==> config.mk <==
export PLATFORM = sky130hd
export DESIGN_NAME = rst_seq_flat
export DESIGN_NICKNAME = d
export VERILOG_FILES = /design/src/rtl/rst_seq_if.sv /design/src/rtl/rst_seq.sv /design/src/flat_wrapper.sv
export SDC_FILE = /design/constraint.sdc
export NUM_CORES = 1
export LEC_CHECK = 0
export ABC_CLOCK_PERIOD_IN_PS = 3200
export CAP_MARGIN = 30
export CORE_AREA = 3 3 46 48
export CTS_CLUSTER_DIAMETER = 80
export DETAILED_ROUTE_END_ITERATION = 10
export DIE_AREA = 0 0 49 51
export GPL_ROUTABILITY_DRIVEN = 1
export PLACE_DENSITY = 0.79
export SYNTH_ARGS = -nofsm -noshare
export SYNTH_HDL_FRONTEND = slang
export SYNTH_SLANG_ARGS = --single-unit
==> constraint.sdc <==
create_clock -name clk -period 3.2 [get_ports clk]
set_input_delay 0.96 -clock clk [delete_from_list [all_inputs] [get_ports clk]]
set_output_delay 0.96 -clock clk [all_outputs]
set_load 0.1 [all_outputs]
==> src/rtl/rst_seq_if.sv <==
// Reset-sequencer signal bundle: soft reset request and IMU ready flow into
// the sequencer; the three domain resets and status flags flow out of it.
interface rst_seq_if;
    logic soft_rst_req;
    logic imu_rdy;
    logic rst_imu_n;
    logic rst_ctrl_n;
    logic rst_pwm_n;
    logic sys_rdy;
    logic seq_fault;

    // Controller side (system / fault handler / testbench)
    modport master (
        output soft_rst_req,
        output imu_rdy,
        input  rst_imu_n,
        input  rst_ctrl_n,
        input  rst_pwm_n,
        input  sys_rdy,
        input  seq_fault
    );

    // Sequencer side
    modport slave (
        input  soft_rst_req,
        input  imu_rdy,
        output rst_imu_n,
        output rst_ctrl_n,
        output rst_pwm_n,
        output sys_rdy,
        output seq_fault
    );
endinterface

==> src/rtl/rst_seq.sv <==
// Segway reset sequencer: releases IMU/SPI, then balance control, then
// PWM/motor drive, holding motors in reset until sensing and control are up.
// A soft reset request or loss of the IMU re-runs the whole sequence.
module rst_seq #(
    parameter int HOLD_CYC    = 16,
    parameter int STAGE_GAP   = 8,
    parameter int ACK_TIMEOUT = 1024
) (
    input  logic     clk,
    input  logic     RST_n,
    rst_seq_if.slave sif
);

    localparam int MAX_A = (HOLD_CYC > STAGE_GAP) ? HOLD_CYC : STAGE_GAP;
    localparam int MAX_C = (MAX_A > ACK_TIMEOUT) ? MAX_A : ACK_TIMEOUT;
    localparam int CNT_W = $clog2(MAX_C + 1);

    localparam logic [CNT_W-1:0] HOLD_LAST = CNT_W'(HOLD_CYC - 1);
    localparam logic [CNT_W-1:0] GAP_LAST  = CNT_W'(STAGE_GAP - 1);
    localparam logic [CNT_W-1:0] ACK_LAST  = CNT_W'(ACK_TIMEOUT - 1);

    typedef enum logic [2:0] {
        S_HOLD,
        S_REL_IMU,
        S_GAP_CTRL,
        S_GAP_PWM,
        S_RUN,
        S_FAULT
    } state_t;

    state_t           state_reg, state_next;
    logic [CNT_W-1:0] cnt_reg, cnt_next;

    // Number of domains released in a state; domain gi is out of reset
    // when rank > gi, which makes out-of-order release impossible.
    logic [1:0] rank_next;
    logic [2:0] rst_n_next;
    logic [2:0] rst_n_reg;
    logic       sys_rdy_reg, sys_rdy_next;
    logic       seq_fault_reg, seq_fault_next;

    // Next-state selection; soft reset overrides every other transition
    always_comb begin
        state_next = state_reg;
        if (sif.soft_rst_req) begin
            state_next = S_HOLD;
        end else begin
            case (state_reg)
                S_HOLD:     if (cnt_reg == HOLD_LAST) state_next = S_REL_IMU;
                S_REL_IMU: begin
                    // A late ack on the timeout cycle still counts as success
                    if (sif.imu_rdy)              state_next = S_GAP_CTRL;
                    else if (cnt_reg == ACK_LAST) state_next = S_FAULT;
                end
                S_GAP_CTRL: if (cnt_reg == GAP_LAST) state_next = S_GAP_PWM;
                S_GAP_PWM:  if (cnt_reg == GAP_LAST) state_next = S_RUN;
                S_RUN:      if (!sif.imu_rdy)        state_next = S_HOLD;
                S_FAULT:    state_next = S_FAULT;
                default:    state_next = S_HOLD;
            endcase
        end
    end

    // Counter restarts on any state change; a held soft request is treated
    // as continual re-entry to HOLD so the full hold time follows its release.
    always_comb begin
        if (sif.soft_rst_req || (state_next != state_reg)) begin
            cnt_next = '0;
        end else if (cnt_reg != {CNT_W{1'b1}}) begin
            cnt_next = cnt_reg + 1'b1;
        end else begin
            cnt_next = cnt_reg;
        end
    end

    // Output decode from the next state so outputs move on the state edge
    always_comb begin
        rank_next      = 2'd0;
        sys_rdy_next   = 1'b0;
        seq_fault_next = 1'b0;
        case (state_next)
            S_HOLD:     rank_next = 2'd0;
            S_REL_IMU:  rank_next = 2'd1;
            S_GAP_CTRL: rank_next = 2'd1;
            S_GAP_PWM:  rank_next = 2'd2;
            S_RUN: begin
                rank_next    = 2'd3;
                sys_rdy_next = 1'b1;
            end
            S_FAULT: begin
                rank_next      = 2'd1;
                seq_fault_next = 1'b1;
            end
            default:    rank_next = 2'd0;
        endcase
    end

    // Per-domain release: index 0 = IMU, 1 = ctrl, 2 = pwm
    genvar gi;
    generate
        for (gi = 0; gi < 3; gi++) begin : g_dom
            assign rst_n_next[gi] = (rank_next > 2'(gi));
        end
    endgenerate

    // State, counter and registered outputs; RST_n forces reset values at once
    always_ff @(posedge clk or negedge RST_n) begin
        if (!RST_n) begin
            state_reg     <= S_HOLD;
            cnt_reg       <= '0;
            rst_n_reg     <= 3'b000;
            sys_rdy_reg   <= 1'b0;
            seq_fault_reg <= 1'b0;
        end else begin
            state_reg     <= state_next;
            cnt_reg       <= cnt_next;
            rst_n_reg     <= rst_n_next;
            sys_rdy_reg   <= sys_rdy_next;
            seq_fault_reg <= seq_fault_next;
        end
    end

    assign sif.rst_imu_n  = rst_n_reg[0];
    assign sif.rst_ctrl_n = rst_n_reg[1];
    assign sif.rst_pwm_n  = rst_n_reg[2];
    assign sif.sys_rdy    = sys_rdy_reg;
    assign sif.seq_fault  = seq_fault_reg;

endmodule
==> src/flat_wrapper.sv <==
// flat-port wrapper written by rule: the top's interface ports become plain ports
module rst_seq_flat 
#(
    parameter int HOLD_CYC    = 16,
    parameter int STAGE_GAP   = 8,
    parameter int ACK_TIMEOUT = 1024
)
  (clk, RST_n, sif_soft_rst_req, sif_imu_rdy, sif_rst_imu_n, sif_rst_ctrl_n, sif_rst_pwm_n, sif_sys_rdy, sif_seq_fault);
  rst_seq_if sif_i ();
  input  logic clk;
  input  logic RST_n;
  input wire logic [$bits(sif_i.soft_rst_req)-1:0] sif_soft_rst_req;
  input wire logic [$bits(sif_i.imu_rdy)-1:0] sif_imu_rdy;
  output wire logic [$bits(sif_i.rst_imu_n)-1:0] sif_rst_imu_n;
  output wire logic [$bits(sif_i.rst_ctrl_n)-1:0] sif_rst_ctrl_n;
  output wire logic [$bits(sif_i.rst_pwm_n)-1:0] sif_rst_pwm_n;
  output wire logic [$bits(sif_i.sys_rdy)-1:0] sif_sys_rdy;
  output wire logic [$bits(sif_i.seq_fault)-1:0] sif_seq_fault;
  assign sif_i.soft_rst_req = sif_soft_rst_req;
  assign sif_i.imu_rdy = sif_imu_rdy;
  assign sif_rst_imu_n = sif_i.rst_imu_n;
  assign sif_rst_ctrl_n = sif_i.rst_ctrl_n;
  assign sif_rst_pwm_n = sif_i.rst_pwm_n;
  assign sif_sys_rdy = sif_i.sys_rdy;
  assign sif_seq_fault = sif_i.seq_fault;
  rst_seq #(.HOLD_CYC(HOLD_CYC), .STAGE_GAP(STAGE_GAP), .ACK_TIMEOUT(ACK_TIMEOUT)) u_core (.clk(clk), .RST_n(RST_n), .sif(sif_i));
endmodule
==> results.json, run 1 <==
{
  "status": "finished, final reports clean",
  "cp.arrival_ns": 2.65,
  "yosys-top-cells-area": "dfrtp_1 (46%), nor2_1 (7.2%), xnor2_1 (4.2%)",
  "dr_total_vias": 776,
  "slew_viol_final": 0,
  "antenna_found_initial": 0,
  "post-route-util": 0.6516,
  "drt_pass1_iterations": 4,
  "r2r-start": "u_core.cnt_reg[0]$_DFFE_PN0P_",
  "synth_most_common_cell": "nor2_1",
  "clk_pin_slew_worst_paths_ns": 0.10,
  "ir_drop_mv": 0.3200,
  "n_antenna_cell": 0,
  "ys_seq_elements": 19,
  "hold_class": "flip-flop to flip-flop",
  "cp-start-kind": "input pin",
  "finalSetupViolations": 0,
  "cp_slowest_stage_delay_ns": 0.54,
  "synth_common_cells": "nor2_1 (20), dfrtp_1 (19), a21oi_1 (5), nor3_1 (5), xnor2_1 (5)",
  "hold_depth": 2,
  "start_util": 0.5950,
  "dpl.hpwl_mm": 1.313,
  "rrSetupSlack_ns": 1.26,
  "core_area_sq_mm": 0.001745,
  "crit_path_top_delay_cell": "or3_1",
  "drv_cap": 0,
  "io_pins": 9,
  "synth_cells": 111,
  "worstHoldStart": "u_core.cnt_reg[1]$_DFFE_PN0P_",
  "crit_required_ns": 3.41,
  "multi_input_area_sq_um": 520.5,
  "crit_type": "input pin to flip-flop",
  "cts_max_path_buffers": 2,
  "final_area_sq_mm": 0.001137,
  "timing.rr.end": "u_core.cnt_reg[6]$_DFFE_PN0P_",
  "crit_path_end_kind": "flip-flop",
  "worst_pin_slew_ns": 0.8235,
  "drt-total-wl_mm": 1.800,
  "die_y_um": 51,
  "grt_pass1_vias": 709,
  "cts_resized": 0,
  "async_flop_share": 1.000,
  "yosysUniqueCellTypes": 34,
  "fillCellCount": 149,
  "timing.setup.tns_ns": 0,
  "grt-ovfl-total": 0,
  "fin_nets": 124,
  "avgSynthCellArea_sq_um": 9.356,
  "fin_crit_ns": 2.438,
  "ant_nets": 0,
  "grt_pass1_wl_mm": 3.153,
  "clk_root_buffer_cell": "clkbuf_4",
  "regArea_sq_um": 475.5,
  "ys_warn_count": 0,
  "crit_family": "simple AND/OR/NAND/NOR gates",
  "synth_area_sq_mm": 0.001038,
  "die-area_sq_mm": 0.002499,
  "power_density_mw_per_mm2": 339.3,
  "crit_buf_inv": 1,
  "drt_iter0_drc": 17,
  "largest_register_ffs": 11,
  "clk_latency_ns": 0.29,
  "instances_no_fill": 143,
  "synth.largest_area_cell": "dfrtp_1",
  "finClkSkew_ns": 0.002569,
  "hold_viol_final": 0,
  "gp_congestion": 0.8504,
  "dieWidth_um": 49,
  "cp_max_fo": 11,
  "area_delta_synth_final_pct": 9.518,
  "synthDominantCellAreaShare": 0.4578,
  "worstPathCellList": "clkdlybuf4s50_1 -> nor2b_1 -> o21ai_0 -> a31oi_1 -> or3_1 -> nor3_1",
  "cts_max_level": 1,
  "synth_nets": 116,
  "numCtsBuffers": 3,
  "cts_tree": "yes",
  "post_cts_buffers": 0,
  "grt_max_degree": 20,
  "synth_edf_count": 0,
  "relSlewSlack": 0.4493,
  "clock_sinks": 19,
  "period_share": 0.7617,
  "synth-main-ff-cell": "dfrtp_1",
  "r2r_cells": 6,
  "fp-row-count": 15,
  "routed_via_density": 5.427,
  "cts_hold_buf": 0,
  "place_area_sq_mm": 0.001110,
  "power.leakage_nw": 0.5209,
  "hold_end": "u_core.cnt_reg[1]$_DFFE_PN0P_",
  "wire_per_inst_um": 12.59,
  "rsz0062_at_grt": "no",
  "drive_gt1_frac": 0.1271,
  "dp.cells": 139,
  "max_freq_mhz": 410.3,
  "ys_seq_area_frac": 0.4578,
  "drc": 0,
  "io_buffer_count": 8,
  "grt_usage": 0.1658
}
[area by class of cell]
cell class              count  share of cell area
multi-input cells          83              0.4576
flip-flops and latches     19              0.4180
repair buffers              8             0.05941
inverters                   4             0.01320
clock inverters             1            0.004400
clock buffers               3             0.01980
well taps                  25             0.02750
[where the power goes]
group          switching [W]   total, W  internal (W)  leakage, nW
clock network      0.0000717   0.000118     0.0000465       0.0177
logic              0.0000132  0.0000218    0.00000861        0.240
registers         0.00000278   0.000246      0.000243        0.263
total              0.0000877   0.000386      0.000298        0.521
[routing by layer]
metal / up-vias / track usage / wire [um]
met3: 2 / 0.02624 / 45
met5: - / 0 / 0
met2: 7 / 0.2330 / 785
li1: 409 / - / -
met4: 0 / 0.09953 / 24
met1: 358 / 0.2396 / 945
[worst reg2reg max path: stages, from the launching register on]
cell and delay (ns):
dfrtp_1 0.42, ha_1 0.24, and2_1 0.19, nand4b_2 0.14, a31oi_1 0.09, or3_1 0.55
nor3_1 0.24
[placed cells by master (no fill, tap or decap), types with 2 or more instances in the layout]
master           count
nor4b_1              2
xnor2_1              5
clkdlybuf4s50_1      3
inv_1                4
nor3_1               5
o21ai_0              4
dfrtp_1             19
buf_4                5
clkbuf_4             3
nor3b_1              2
nand4_1              4
nand3_1              4
and3_1               2
nor3_2               3
nand2_1              4
nor2b_1              3
nor2_1              20
mux2i_1              2
a31oi_1              3
a21oi_1              5
[metrics by stage]
step	power, W	hold slack, ns	setup slack [ns]
2_1_floorplan	0.0002620	0.5080	1.189
6_report	0.0003859	0.5573	0.7625
4_1_cts	0.0003910	0.5644	0.7596
3_5_place_dp	0.0002730	0.5398	0.4551
5_1_grt	0.0004062	0.6076	0.6834
3_3_place_gp	0.0002724	0.5350	0.5221
[worst max path at each step]
stage                startpoint                            end  slack (ns)  cells after the start
CTS                 sif_imu_rdy  u_core.cnt_reg[6]$_DFFE_PN0P_        0.76                      6
finish              sif_imu_rdy  u_core.cnt_reg[6]$_DFFE_PN0P_        0.76                      6
global route        sif_imu_rdy  u_core.cnt_reg[6]$_DFFE_PN0P_        0.68                      6
global placement    sif_imu_rdy  u_core.cnt_reg[3]$_DFFE_PN0P_        0.52                      6
floorplan           sif_imu_rdy  u_core.cnt_reg[2]$_DFFE_PN0P_        1.19                      6
detailed placement  sif_imu_rdy  u_core.cnt_reg[6]$_DFFE_PN0P_        0.46                      6
[cell families after synthesis]
logic type	count (synthesis)	synth area share
AND/OR/NAND/NOR	55	0.3048
AO/OA/AOI/OAI	18	0.1048
adder cells (fa/ha/maj)	2	0.02169
XOR/XNOR	6	0.05060
multiplexers	2	0.01928
flip-flops	19	0.4578
buffers and inverters	9	0.04096
(Power assumes the default switching activity.)
==> run 2, diff against run 1 <==
--- a/config.mk
+++ b/config.mk
@@ -5,14 +5,14 @@
 export SDC_FILE = /design/constraint.sdc
 export NUM_CORES = 1
 export LEC_CHECK = 0
-export ABC_CLOCK_PERIOD_IN_PS = 3200
+export ABC_CLOCK_PERIOD_IN_PS = 2270
 export CAP_MARGIN = 30
-export CORE_AREA = 3 3 46 48
+export CORE_AREA = 3 3 48 50
 export CTS_CLUSTER_DIAMETER = 80
 export DETAILED_ROUTE_END_ITERATION = 10
-export DIE_AREA = 0 0 49 51
+export DIE_AREA = 0 0 51 53
 export GPL_ROUTABILITY_DRIVEN = 1
-export PLACE_DENSITY = 0.79
+export PLACE_DENSITY = 0.73
 export SYNTH_ARGS = -nofsm -noshare
 export SYNTH_HDL_FRONTEND = slang
 export SYNTH_SLANG_ARGS = --single-unit
==> constraint.sdc (replaced) <==
create_clock -name clk -period 2.27 [get_ports clk]
set_input_delay 0.681 -clock clk [delete_from_list [all_inputs] [get_ports clk]]
set_output_delay 0.681 -clock clk [all_outputs]
set_load 0.1 [all_outputs]
==> run 2 against run 1 <==
Net effect: routed wire length is 5.8% higher; total power up 42%; clock power is 41% higher; clock skew increased by 0.0030 ns; sequential share of layout area fell by 0.86 points; critical endpoint unchanged; highest routed layer unchanged.
==> results.json, run 2 (synthesis gave the netlist of run 1 again) <==
{
  "status": "finished, final reports clean",
  "cp-start-kind": "input pin",
  "rsz0062_at_grt": "no",
  "io_buffer_count": 8,
  "drc": 0,
  "crit_type": "input pin to flip-flop",
  "fin_crit_ns": 2.082,
  "power_density_mw_per_mm2": 471.0,
  "final_cell_mix": "nor2_1 (20), dfrtp_1 (19), buf_4 (8)",
  "power.leakage_nw": 0.5333,
  "clk_latency_ns": 0.29,
  "cts_hold_buf": 0,
  "finClkSkew_ns": 0.005525,
  "fin_nets": 127,
  "n_antenna_cell": 0,
  "max_freq_mhz": 480.3,
  "crit_path_end_kind": "flip-flop",
  "worst_pin_slew_ns": 0.4056,
  "antenna_found_initial": 0,
  "cts_tree": "yes",
  "regArea_sq_um": 475.5,
  "fillCellCount": 181,
  "numCtsBuffers": 3,
  "post_cts_buffers": 0,
  "final_area_sq_mm": 0.001161,
  "grt_pass1_vias": 790,
  "finalSetupViolations": 0,
  "core_area_sq_mm": 0.001942,
  "drive_gt1_frac": 0.1405,
  "gp_congestion": 0.8360,
  "grt_max_degree": 20,
  "drt-total-wl_mm": 1.905,
  "multi_input_area_sq_um": 520.5,
  "dp.cells": 144,
  "cts_max_level": 1,
  "cts_resized": 0,
  "crit_required_ns": 2.49,
  "io_pins": 9,
  "dieWidth_um": 51,
  "drv_cap": 0,
  "dpl.hpwl_mm": 1.417,
  "drt_iter0_drc": 15,
  "dr_total_vias": 813,
  "area_delta_synth_final_pct": 11.81,
  "final_common_cell": "nor2_1",
  "grt_usage": 0.1769,
  "grt_pass1_wl_mm": 3.498,
  "start_util": 0.5348,
  "wire_per_inst_um": 12.87,
  "drt_pass1_iterations": 4,
  "hold_viol_final": 0,
  "period_share": 0.9172,
  "ant_nets": 0,
  "cp.arrival_ns": 2.30,
  "relSlewSlack": 0.7287,
  "die-area_sq_mm": 0.002703,
  "hold_class": "flip-flop to flip-flop",
  "place_area_sq_mm": 0.001135,
  "fp-row-count": 16,
  "cts_max_path_buffers": 2,
  "instances_no_fill": 148,
  "grt-ovfl-total": 0,
  "largest_register_ffs": 11,
  "routed_via_density": 5.493,
  "cp_max_fo": 11,
  "slew_viol_final": 0,
  "die_y_um": 53,
  "ir_drop_mv": 0.4110,
  "clk_pin_slew_worst_paths_ns": 0.10,
  "clk_root_buffer_cell": "clkbuf_4",
  "clock_sinks": 19
}
## run 2: worst paths after layout
kind                                          startpoint  slack (ns)                             to  depth (start not counted)
max                                          sif_imu_rdy        0.19  u_core.cnt_reg[6]$_DFFE_PN0P_                          6
min                        u_core.cnt_reg[1]$_DFFE_PN0P_        0.57  u_core.cnt_reg[1]$_DFFE_PN0P_                          2
max in group asynchronous                          RST_n        1.36  u_core.cnt_reg[9]$_DFFE_PN0P_                          2
min in group asynchronous                          RST_n        0.70  u_core.cnt_reg[2]$_DFFE_PN0P_                          2
max reg2reg                u_core.cnt_reg[0]$_DFFE_PN0P_        0.33  u_core.cnt_reg[6]$_DFFE_PN0P_                          6
min reg2reg                u_core.cnt_reg[1]$_DFFE_PN0P_        0.57  u_core.cnt_reg[1]$_DFFE_PN0P_                          2
## run 2: final cells by class
class | instances | area share
timing repair buffer | 11 | 0.07759
multi-input combinational | 83 | 0.4483
clock buffer | 4 | 0.02263
sequential | 19 | 0.4095
inverter | 4 | 0.01293
tap | 27 | 0.02909
## run 2: through the flow
step           TNS [ns]    util  hold slack [ns]  setup WS (ns)  total power, W
6_report              0  0.5979           0.5722         0.1881       0.0005469
4_1_cts               0  0.5979           0.5835         0.1846       0.0005550
3_3_place_gp    -0.4651  0.5844           0.5356       -0.08380       0.0003867
5_1_grt               0  0.5979           0.6109        0.07686       0.0005754
3_5_place_dp    -0.8843  0.5844           0.5557        -0.1387       0.0003879
2_1_floorplan         0       -           0.3854         0.5256       0.0003693
## run 2: critical path, cell delays in order
cell             delay, ns
clkdlybuf4s50_1       0.47
nor2b_1               0.17
o21ai_0               0.15
a31oi_1               0.05
or3_1                 0.54
nor3_1                0.23
## run 2: power breakdown
group	total, W	internal, W	switching, W
Sequential	0.000347	0.000343	0.00000398
Clock	0.000166	0.0000684	0.0000980
Combinational	0.0000338	0.0000144	0.0000194
Total	0.000547	0.000426	0.000121
## run 2: layer usage
layer	part of all wire	wire [um]	GRT usage
met1	0.50	957	0.2469
met2	0.45	854	0.2618
met3	0.029	55	0.03662
met4	0.019	37	0.08072
met5	0	0	0
==> run 3, diff against run 2 <==
--- a/config.mk
+++ b/config.mk
@@ -5,7 +5,7 @@
 export SDC_FILE = /design/constraint.sdc
 export NUM_CORES = 1
 export LEC_CHECK = 0
-export ABC_CLOCK_PERIOD_IN_PS = 2270
+export ABC_CLOCK_PERIOD_IN_PS = 2100
 export CAP_MARGIN = 30
 export CORE_AREA = 3 3 48 50
 export CTS_CLUSTER_DIAMETER = 80
==> constraint.sdc (replaced) <==
create_clock -name clk -period 2.1 [get_ports clk]
set_input_delay 0.63 -clock clk [delete_from_list [all_inputs] [get_ports clk]]
set_output_delay 0.63 -clock clk [all_outputs]
set_load 0.1 [all_outputs]
==> run 3 against run 2 <==
Net effect: utilization grew 3.9 points; clock-buffer cell count unchanged; clock skew increased by 0.0024 ns; total power increased by 10%; routed wire length up 7.2%; non-clock buffer count is 1 higher; flip-flop and latch count unchanged; design area increased by 6.5%; sequential share of layout area shrank 2.5 points; clock power is 14% higher; critical endpoint is now u_core.cnt_reg[3]$_DFFE_PN0P_; largest power group unchanged.
==> results.json, run 3 (synthesis gave the netlist of run 1 again) <==
{
  "slew_viol_final": 0,
  "fp-row-count": 16,
  "crit_family": "simple AND/OR/NAND/NOR gates",
  "ir_drop_mv": 0.4233,
  "timing.rr.end": "u_core.cnt_reg[3]$_DFFE_PN0P_",
  "crit_path_end_kind": "flip-flop",
  "hold_depth": 2,
  "post_cts_buffers": 0,
  "fin_nets": 128,
  "grt_pass1_vias": 801,
  "antenna_found_initial": 0,
  "rsz0062_at_grt": "no",
  "drt_iter0_drc": 19,
  "drt-total-wl_mm": 2.043,
  "hold_class": "flip-flop to flip-flop",
  "wire_per_inst_um": 13.71,
  "area_delta_synth_final_pct": 19.04,
  "cp_max_fo": 11,
  "worstHoldStart": "u_core.cnt_reg[1]$_DFFE_PN0P_",
  "dpl.hpwl_mm": 1.526,
  "finClkSkew_ns": 0.007960,
  "largest_register_ffs": 11,
  "clock_sinks": 19,
  "crit_required_ns": 2.34,
  "dr_total_vias": 837,
  "period_share": 0.9064,
  "cts_max_path_buffers": 2,
  "worst_pin_slew_ns": 0.3979,
  "grt_usage": 0.1857,
  "clk_root_buffer_cell": "clkbuf_4",
  "instances_no_fill": 149,
  "ant_nets": 0,
  "start_util": 0.5348,
  "cp-start-kind": "input pin",
  "final_cell_mix": "nor2_1 (20), dfrtp_1 (19)",
  "fin_crit_ns": 1.903,
  "fillCellCount": 172,
  "whs_ns": 0.5670,
  "io_pins": 9,
  "numCtsBuffers": 3,
  "crit_buf_inv": 1,
  "grt-ovfl-total": 0,
  "grt_pass1_wl_mm": 3.608,
  "regArea_sq_um": 475.5,
  "clk_pin_slew_worst_paths_ns": 0.11,
  "drive_gt1_frac": 0.1557,
  "n_antenna_cell": 0,
  "rrSetupSlack_ns": 0.24,
  "drt_pass1_iterations": 4,
  "power_density_mw_per_mm2": 488.4,
  "r2r-start": "u_core.cnt_reg[0]$_DFFE_PN0P_",
  "cp_slowest_stage_delay_ns": 0.47,
  "hold_end": "u_core.cnt_reg[1]$_DFFE_PN0P_",
  "core_area_sq_mm": 0.001942,
  "r2r_cells": 6,
  "die_y_um": 53,
  "gp_congestion": 0.8446,
  "crit_path_top_delay_cell": "or3_4",
  "power.leakage_nw": 0.5519,
  "routed_via_density": 5.617,
  "final_common_cell": "nor2_1",
  "cts_max_level": 1,
  "max_freq_mhz": 525.4,
  "worstPathCellList": "clkdlybuf4s50_1 -> nor2b_1 -> o21ai_0 -> a31oi_1 -> or3_4 -> nor3_2",
  "post-route-util": 0.6366,
  "hold_viol_final": 0,
  "finalSetupViolations": 0,
  "crit_type": "input pin to flip-flop",
  "dp.cells": 145,
  "cts_tree": "yes",
  "multi_input_area_sq_um": 525.5,
  "cp.arrival_ns": 2.14,
  "relSlewSlack": 0.7339,
  "drc": 0,
  "die-area_sq_mm": 0.002703,
  "clk_latency_ns": 0.31,
  "drv_cap": 0,
  "io_buffer_count": 8,
  "dieWidth_um": 51,
  "status": "finished, final reports clean",
  "grt_max_degree": 20
}
==> run 3: cell types whose count changed in the layout (fill, tap and decap cells not counted), sizes merged <==
cell,before,now
buf,8,9
==> run 3: stage by stage <==
step           total power [W]  TNS [ns]  instance area [sq um]  setup WS, ns
2_1_floorplan        0.0003992         0                   1039        0.3556
3_3_place_gp         0.0004195    -1.774                   1205       -0.2012
3_5_place_dp         0.0004211    -2.019                   1205       -0.2423
4_1_cts              0.0006049         0                   1231       0.07459
5_1_grt              0.0006252         0                   1236       0.04031
6_report             0.0006037         0                   1236        0.1966
==> run 3: worst max path at each step <==
| stage | startpoint | endpoint | slack (ns) | cells after the start |
|---|---|---|---|---|
| floorplan | u_core.cnt_reg[0]$_DFFE_PN0P_ | u_core.cnt_reg[2]$_DFFE_PN0P_ | 0.36 | 7 |
| global placement | sif_imu_rdy | u_core.cnt_reg[6]$_DFFE_PN0P_ | -0.20 | 6 |
| detailed placement | sif_imu_rdy | u_core.cnt_reg[3]$_DFFE_PN0P_ | -0.24 | 6 |
| CTS | sif_imu_rdy | u_core.cnt_reg[3]$_DFFE_PN0P_ | 0.07 | 6 |
| global route | sif_imu_rdy | u_core.cnt_reg[6]$_DFFE_PN0P_ | 0.04 | 6 |
| finish | sif_imu_rdy | u_core.cnt_reg[3]$_DFFE_PN0P_ | 0.20 | 6 |
==> run 3: where the power goes <==
part           leakage, nW  switching [W]  internal, W
Sequential           0.263     0.00000431     0.000370
Clock               0.0150       0.000115    0.0000742
Combinational        0.274      0.0000218    0.0000177
Total                0.552       0.000141     0.000462
==> run 3: per-layer routing <==
layer | vias up | global-route usage | routed length (um)
met1 | 397 | 0.2302 | 959
met5 | - | 0 | 0
met3 | 6 | 0.03099 | 75
met2 | 20 | 0.2940 | 935
met4 | 0 | 0.1300 | 72
li1 | 414 | - | -
==> run 3: tightest hold or removal path: cells and delay by family, from the launching register on <==
family | cells | cell delay (ns)
AND/OR/NAND/NOR | 1 | 0.08
multiplexers | 1 | 0.08
flip-flops | 1 | 0.37
==> run 3: what timing repair did <==
| item | 4_1_cts | 5_1_grt |
|---|---|---|
| hold buffers | 0 | 0 |
| endpoints found under the setup margin | 0 | 11 |
| resized for setup | 0 | 1 |
==> run 3: area by class of cell <==
type / instances / area share
sequential: 19 / 0.3846
inverter: 4 / 0.01215
clock buffer: 4 / 0.02125
tap: 27 / 0.02733
multi-input combinational: 83 / 0.4251
timing repair buffer: 12 / 0.1296
